--- config.mk ---
export PLATFORM = sky130hd
export DESIGN_NAME = mem_bridge
export DESIGN_NICKNAME = d
export VERILOG_FILES = /design/src/rtl/mem_bridge.sv
export SDC_FILE = /design/constraint.sdc
export NUM_CORES = 1
export LEC_CHECK = 0
export ABC_CLOCK_PERIOD_IN_PS = 8400
export CORE_MARGIN = 2
export CORE_UTILIZATION = 61
export CTS_CLUSTER_DIAMETER = 50
export DETAILED_ROUTE_END_ITERATION = 7
export PLACE_DENSITY_LB_ADDON = 0.25
export SLEW_MARGIN = 30
export SYNTH_ARGS = -nofsm -noshare
export SYNTH_HDL_FRONTEND = slang
export SYNTH_SLANG_ARGS = --single-unit
--- constraint.sdc ---
create_clock -name clock_i -period 8.4 [get_ports clock_i]
set_clock_uncertainty 0.05 [all_clocks]
set_input_delay 2.1 -clock clock_i [delete_from_list [all_inputs] [get_ports clock_i]]
set_output_delay 2.1 -clock clock_i [all_outputs]
set_load 0.01 [all_outputs]
--- src/rtl/mem_bridge.sv ---
// CPU-to-RAM bridge: posted write buffer drained in order, reads serialized behind it, timeout abort.
// Optional build macro WB_FWD_EN: reads that hit a buffered entry are answered from the buffer.
module mem_bridge #(
  parameter int WB_DEPTH   = 4,
  parameter int RD_TIMEOUT = 255
) (
  input  logic        clock_i,
  input  logic        reset_i,      // active-low, asynchronous
  input  logic        cpu_req_i,
  input  logic        cpu_wr_i,
  input  logic [31:0] cpu_addr_i,
  input  logic [31:0] cpu_wdata_i,
  output logic [31:0] cpu_rdata_o,
  output logic        cpu_ack_o,
  output logic        cpu_stall_o,
  output logic        mem_req_o,
  output logic        mem_wr_o,
  output logic [31:0] mem_addr_o,
  output logic [31:0] mem_wdata_o,
  input  logic [31:0] mem_rdata_i,
  input  logic        mem_ready_i,
  output logic        bus_err_o
);
  localparam int AW = (WB_DEPTH > 1) ? $clog2(WB_DEPTH) : 1;
  localparam int CW = AW + 1;
  localparam logic [CW-1:0] DEPTH_C  = CW'(WB_DEPTH);
  localparam logic [15:0]   TMO_LAST = 16'(RD_TIMEOUT - 1);

  typedef enum logic [1:0] {IDLE, DRAIN, RD_WAIT} state_t;

  logic [31:0]   wb_addr_q [WB_DEPTH];
  logic [31:0]   wb_data_q [WB_DEPTH];
  logic [AW-1:0] rd_ptr_q, wr_ptr_q, rd_ptr_inc;
  logic [CW-1:0] count_q, count_d;
  state_t        state_q;
  logic [15:0]   tmo_q;
  logic          mem_req_q, mem_wr_q, cpu_ack_q, bus_err_q;
  logic [31:0]   mem_addr_q, mem_wdata_q, cpu_rdata_q;

  logic wr_acc, rd_plain, rd_fwd, rd_acc, done, timed_out, pop;
  logic [31:0] fwd_data;

  assign wr_acc   = cpu_req_i & cpu_wr_i & (count_q < DEPTH_C) & (state_q != RD_WAIT);
  assign rd_plain = cpu_req_i & ~cpu_wr_i & (state_q == IDLE) & (count_q == '0);

`ifdef WB_FWD_EN
  logic fwd_hit;
  // Scan oldest to youngest so the last match (youngest entry) wins.
  always_comb begin
    logic [AW-1:0] idx;
    fwd_hit  = 1'b0;
    fwd_data = '0;
    idx      = '0;
    for (int i = 0; i < WB_DEPTH; i++) begin
      idx = rd_ptr_q + AW'(i);
      if ((CW'(i) < count_q) && (wb_addr_q[idx] == cpu_addr_i)) begin
        fwd_hit  = 1'b1;
        fwd_data = wb_data_q[idx];
      end
    end
  end
  assign rd_fwd = cpu_req_i & ~cpu_wr_i & (state_q != RD_WAIT) & fwd_hit;
`else
  assign rd_fwd   = 1'b0;
  assign fwd_data = '0;
`endif

  assign rd_acc      = rd_plain | rd_fwd;
  assign cpu_stall_o = cpu_req_i & ~(wr_acc | rd_acc);

  assign done       = mem_req_q & mem_ready_i;
  assign timed_out  = mem_req_q & ~mem_ready_i & (tmo_q == TMO_LAST);
  assign pop        = (state_q == DRAIN) & (done | timed_out);
  assign count_d    = count_q + CW'(wr_acc) - CW'(pop);
  assign rd_ptr_inc = rd_ptr_q + 1'b1;

  // Buffer storage carries no reset; validity is tracked by count_q alone.
  always_ff @(posedge clock_i) begin
    if (wr_acc) begin
      wb_addr_q[wr_ptr_q] <= cpu_addr_i;
      wb_data_q[wr_ptr_q] <= cpu_wdata_i;
    end
  end

  always_ff @(posedge clock_i or negedge reset_i) begin
    if (!reset_i) begin
      state_q     <= IDLE;
      rd_ptr_q    <= '0;
      wr_ptr_q    <= '0;
      count_q     <= '0;
      tmo_q       <= '0;
      mem_req_q   <= 1'b0;
      mem_wr_q    <= 1'b0;
      mem_addr_q  <= '0;
      mem_wdata_q <= '0;
      cpu_rdata_q <= '0;
      cpu_ack_q   <= 1'b0;
      bus_err_q   <= 1'b0;
    end else begin
      cpu_ack_q <= wr_acc;
      count_q   <= count_d;
      if (wr_acc) wr_ptr_q <= wr_ptr_q + 1'b1;
      if (pop)    rd_ptr_q <= rd_ptr_inc;
      if (rd_fwd) begin
        cpu_rdata_q <= fwd_data;
        cpu_ack_q   <= 1'b1;
      end
      case (state_q)
        IDLE: begin
          if (count_q != '0) begin
            mem_addr_q  <= wb_addr_q[rd_ptr_q];
            mem_wdata_q <= wb_data_q[rd_ptr_q];
            mem_wr_q    <= 1'b1;
            mem_req_q   <= 1'b1;
            tmo_q       <= '0;
            state_q     <= DRAIN;
          end else if (rd_plain) begin
            mem_addr_q <= cpu_addr_i;
            mem_wr_q   <= 1'b0;
            mem_req_q  <= 1'b1;
            tmo_q      <= '0;
            state_q    <= RD_WAIT;
          end
        end
        DRAIN: begin
          if (done | timed_out) begin
            tmo_q <= '0;
            if (timed_out) bus_err_q <= 1'b1;
            // Entries pushed this cycle are picked up from IDLE on the next one.
            if (count_q > CW'(1)) begin
              mem_addr_q  <= wb_addr_q[rd_ptr_inc];
              mem_wdata_q <= wb_data_q[rd_ptr_inc];
            end else begin
              mem_req_q <= 1'b0;
              state_q   <= IDLE;
            end
          end else begin
            tmo_q <= tmo_q + 16'd1;
          end
        end
        RD_WAIT: begin
          if (done | timed_out) begin
            tmo_q       <= '0;
            mem_req_q   <= 1'b0;
            cpu_ack_q   <= 1'b1;
            cpu_rdata_q <= done ? mem_rdata_i : 32'hDEAD_BEEF;
            if (timed_out) bus_err_q <= 1'b1;
            state_q     <= IDLE;
          end else begin
            tmo_q <= tmo_q + 16'd1;
          end
        end
        default: state_q <= IDLE;
      endcase
    end
  end

  assign cpu_rdata_o = cpu_rdata_q;
  assign cpu_ack_o   = cpu_ack_q;
  assign mem_req_o   = mem_req_q;
  assign mem_wr_o    = mem_wr_q;
  assign mem_addr_o  = mem_addr_q;
  assign mem_wdata_o = mem_wdata_q;
  assign bus_err_o   = bus_err_q;
endmodule

==> summary by stage <==
Status
The flow ran to the end, and the final reports show no timing, DRC or antenna violations.

Clock tree
The buffer depth of the longest clock path is 3. The clock latency of the later-clocked register in the worst-skew pair is 0.54 ns. Clock tree synthesis inserted a total of 41 buffers. The sink count of the clock tree is 381. The deepest level of the CTS H-tree is 2. Post-CTS timing repair inserted 0 buffers for setup.

The post-cts gate resize count is 0. TritonCTS built the clock tree. Clock tree synthesis selected as its root buffer the cell sky130_fd_sc_hd__clkbuf_16. Clock-pin slew was measured on the worst setup and hold paths at 0.06 ns. After clock tree synthesis, the flow added hold-fix buffers numbering 0.

Worst setup path
The arrival time at the worst endpoint is 3.72 ns. The critical path endpoint category is a primary output. The sort of element at the start of the critical path is an input pin.

In this run the worst setup path terminates at cpu_stall_o. The startpoint-to-endpoint class of the critical path is in -> out. The reg-to-reg critical path endpoint is count_q[1]$_DFF_PN0_.

Across all register-to-register paths, the minimum setup slack is 5.29 ns. The depth of the worst register-to-register path is 8. The worst path required time is between 6 and 7 ns. The worst register-to-register path begins at tmo_q[11]$_DFFE_PN0P_. The critical path startpoint is cpu_req_i. Of all nets on the critical path, the largest fanout is 8.

Detailed routing
For this run, design rule violations remaining after detail routing come to 0. Summed over all nets, wire length on met3 after detailed routing comes to 2.61 mm. In this run the top signal layer used is met4. The first detailed-routing pass took 5 iterations. After detailed routing, the average wire length per cell comes to 21.8 microns. The number of nets with antenna violations after routing is 0. The count of vias placed by the detailed router is 10439.

The sum of routed wire segments on met1 is 14.7 mm. Dividing the detail-routed via count by the number of cells gives 6.14. The wire length after detailed routing is between 30 and 40 mm. After detailed routing, the met2 layer carries roughly 19 mm of wire. The number of violations reported at the end of detailed-routing iteration 0 is 773.

Synth
The commonest cells after synthesis are sky130_fd_sc_hd__edfxtp_1 (256), sky130_fd_sc_hd__mux2i_1 (162), sky130_fd_sc_hd__dfrtp_1 (125). The number of nets in the synthesized netlist is approximately 1200. By area the synthesized netlist is led by sky130_fd_sc_hd__edfxtp_1 (45%), sky130_fd_sc_hd__dfrtp_1 (18%), sky130_fd_sc_hd__mux4_2 (13%). The proportion of register bits with asynchronous set or reset after synthesis is roughly 33%. The number of enable-type register cells in the synthesized netlist is 256.

In this run the biggest area consumer among cell types represents 44.6% of the synthesized area. During synthesis, Yosys emitted a total of 0 warnings. Synthesis produced a netlist whose cell count is 1091.

The number of library cell types mapped by synthesis is 50. The synthesized area divided by synthesized cell count is 15.8 sq um. The number of synthesized register bits is about 380. The largest area contributor in the netlist is sky130_fd_sc_hd__edfxtp_1. The most numerous cell in the Yosys netlist is sky130_fd_sc_hd__edfxtp_1.

For this run, the leading register cell type out of synthesis is sky130_fd_sc_hd__edfxtp_1. The post-synthesis instance area is ~0.017 sq mm. Of the synthesized area, sequential elements account for roughly 63%.

Place
During placement, the flow inserted port buffers numbering around 200. At the end of routability-driven placement, the weighted congestion stood at about 0.81. Detailed placement ended at an HPWL of 22.5 mm.

The number of placed instances, taps included is approximately 1600.

Layout
The net count of the finished layout is 1400. The relative area change from synthesis to final layout is 22.4%. The post-route netlist has 14.6% of its cells at a drive strength greater than 1. The share of the core filled with cells in the final layout is 75.9%. The count of cells in the finished layout, fillers not included, comes to 1700.

STA
The worst path needs 5.87 ns of the cycle, external delays included. The actual slew at the worst max-slew pin is 0.933 ns. The final hold violation count is 0.

The final critical path takes up 69.9% of the cycle. Setup violations remaining at the end of the flow were counted as 0. Setup repair after global routing left no endpoint under its margin. The number of max-slew violations in the final report came to 0.

In this run the tightest slew margin relative to its limit is 37.6%. The total negative slack for setup checks is 0 ns. Timing would allow up to 0.170 GHz.

Run
The max-cap check violation count is 0.

Floorplanning
The row count is between 60 and 70. The width of the die is 172 microns. The core area is 0.0278 sq mm.

The die is 172 microns tall. The die covers 0.0296 sq mm. The I/O pin count is ~200. The effective utilization at floorplan is between 60% and 70%.

Global routing
The first global-routing pass estimated 58.0 mm of wire. The pin count of the biggest net entering global routing is between 150 and 200. The via count of the first global-routing pass is 10895. Global routing finished with a remaining overflow of 0.

The global-route total usage across every layer is approximately a quarter. The initial antenna violation count is 4.

Worst hold path
The min-delay analysis places its worst path in the category reg -> reg.

Pwr
Dividing total power by cell area gives a power density of 368 mW/mm^2. The leakage power is 0.00806 uW. IR analysis of the VDD net gives a maximum drop of 310 uV.
-- worst min path at each step --
stage	slack (ns)	cells past startpoint	end	from
final	0.42	1	bus_err_o$_DFFE_PN0P_	bus_err_o$_DFFE_PN0P_
after global routing	0.45	1	bus_err_o$_DFFE_PN0P_	bus_err_o$_DFFE_PN0P_
after CTS	0.42	1	bus_err_o$_DFFE_PN0P_	bus_err_o$_DFFE_PN0P_
after detailed placement	0.41	1	bus_err_o$_DFFE_PN0P_	bus_err_o$_DFFE_PN0P_
after global placement	0.41	1	bus_err_o$_DFFE_PN0P_	bus_err_o$_DFFE_PN0P_
after floorplan	0.44	1	bus_err_o$_DFFE_PN0P_	bus_err_o$_DFFE_PN0P_
-- kinds of logic after synthesis --
| family | after synthesis | share of synthesized area (%) |
|---|---|---|
| DFF | 381 | 62.8 |
| muxes | 290 | 24.1 |
| AOI/OAI and AO/OA | 142 | 5.31 |
| and+or+nand+nor | 139 | 3.69 |
| buffers and inverters | 120 | 2.83 |
| adders and majority gates | 15 | 1.13 |
| xor gates and xnor gates | 4 | 0.203 |
-- metal layers --
metal,track usage (%),vias up
li1,-,4627
met1,33.0,5327
met2,43.8,417
met3,5.13,68
met4,8.62,0
met5,0,-
-- placed cells by master (no fill, tap or decap), types with 6 or more instances in the layout --
master	instances
sky130_fd_sc_hd__mux2_1	30
sky130_fd_sc_hd__a21oi_1	72
sky130_fd_sc_hd__nor2_1	46
sky130_fd_sc_hd__o22a_1	24
sky130_fd_sc_hd__mux2i_1	162
sky130_fd_sc_hd__clkinv_2	10
sky130_fd_sc_hd__clkinv_1	6
sky130_fd_sc_hd__o21ai_0	15
sky130_fd_sc_hd__edfxtp_1	256
sky130_fd_sc_hd__inv_1	51
sky130_fd_sc_hd__nand3_1	9
sky130_fd_sc_hd__a22o_1	14
sky130_fd_sc_hd__dfrtp_1	123
sky130_fd_sc_hd__mux4_2	96
sky130_fd_sc_hd__nand2_1	48
sky130_fd_sc_hd__diode_2	6
sky130_fd_sc_hd__clkbuf_1	7
sky130_fd_sc_hd__or4_1	7
sky130_fd_sc_hd__buf_4	7
sky130_fd_sc_hd__ha_1	13
sky130_fd_sc_hd__clkdlybuf4s50_1	200
sky130_fd_sc_hd__clkbuf_16	43
-- sequential cells by signal, indices dropped and copies added (netlist names) --
name	flops
cpu_rdata_o	32
mem_wr_o	1
state_q	2
wb_addr_q	128
mem_req_o	1
tmo_q	16
wr_ptr_q	2
mem_wdata_o	32
count_q	3
wb_data_q	128
mem_addr_o	32
cpu_ack_o	1
rd_ptr_q	2
bus_err_o	1
-- power by group --
group          total (uW)  internal, uW  switching (uW)  leakage, uW
Clock                1740          1030             711     0.000650
Combinational        3320          1750            1560      0.00360
Sequential           2690          2410             288      0.00381
Total                7750          5180            2560      0.00806
-- metrics by stage --
stage               worst slack (ns)  hold slack, ns  cell area (sq um)  total power [uW]
detailed placement              2.55           0.406              19700              6040
floorplan                       3.57           0.443              17200              4900
global route                    2.45           0.450              21100              8170
global placement                2.57           0.405              19600              5880
finish                          2.53           0.420              21100              7750
CTS                             2.53           0.424              21000              7810
-- critical path: stages --
cell	delay [ns]
sky130_fd_sc_hd__clkdlybuf4s50_1	0.51
sky130_fd_sc_hd__and3_1	0.35
sky130_fd_sc_hd__inv_1	0.14
sky130_fd_sc_hd__o211a_1	0.16
sky130_fd_sc_hd__clkdlybuf4s50_1	0.47
-- cell type report --
cell class | instances | area (sq um)
Multi-Input combinational cell | 590 | 5970
Inverter | 52 | 195
Clock inverter | 22 | 173
Sequential cell | 381 | 10800
Tap cell | 378 | 473
Clock buffer | 53 | 1140
Timing Repair Buffer | 218 | 2290
Antenna cell | 6 | 15.0
Fill cell | 1724 | 6700
Note: power is estimated with default switching activity, not from simulation.
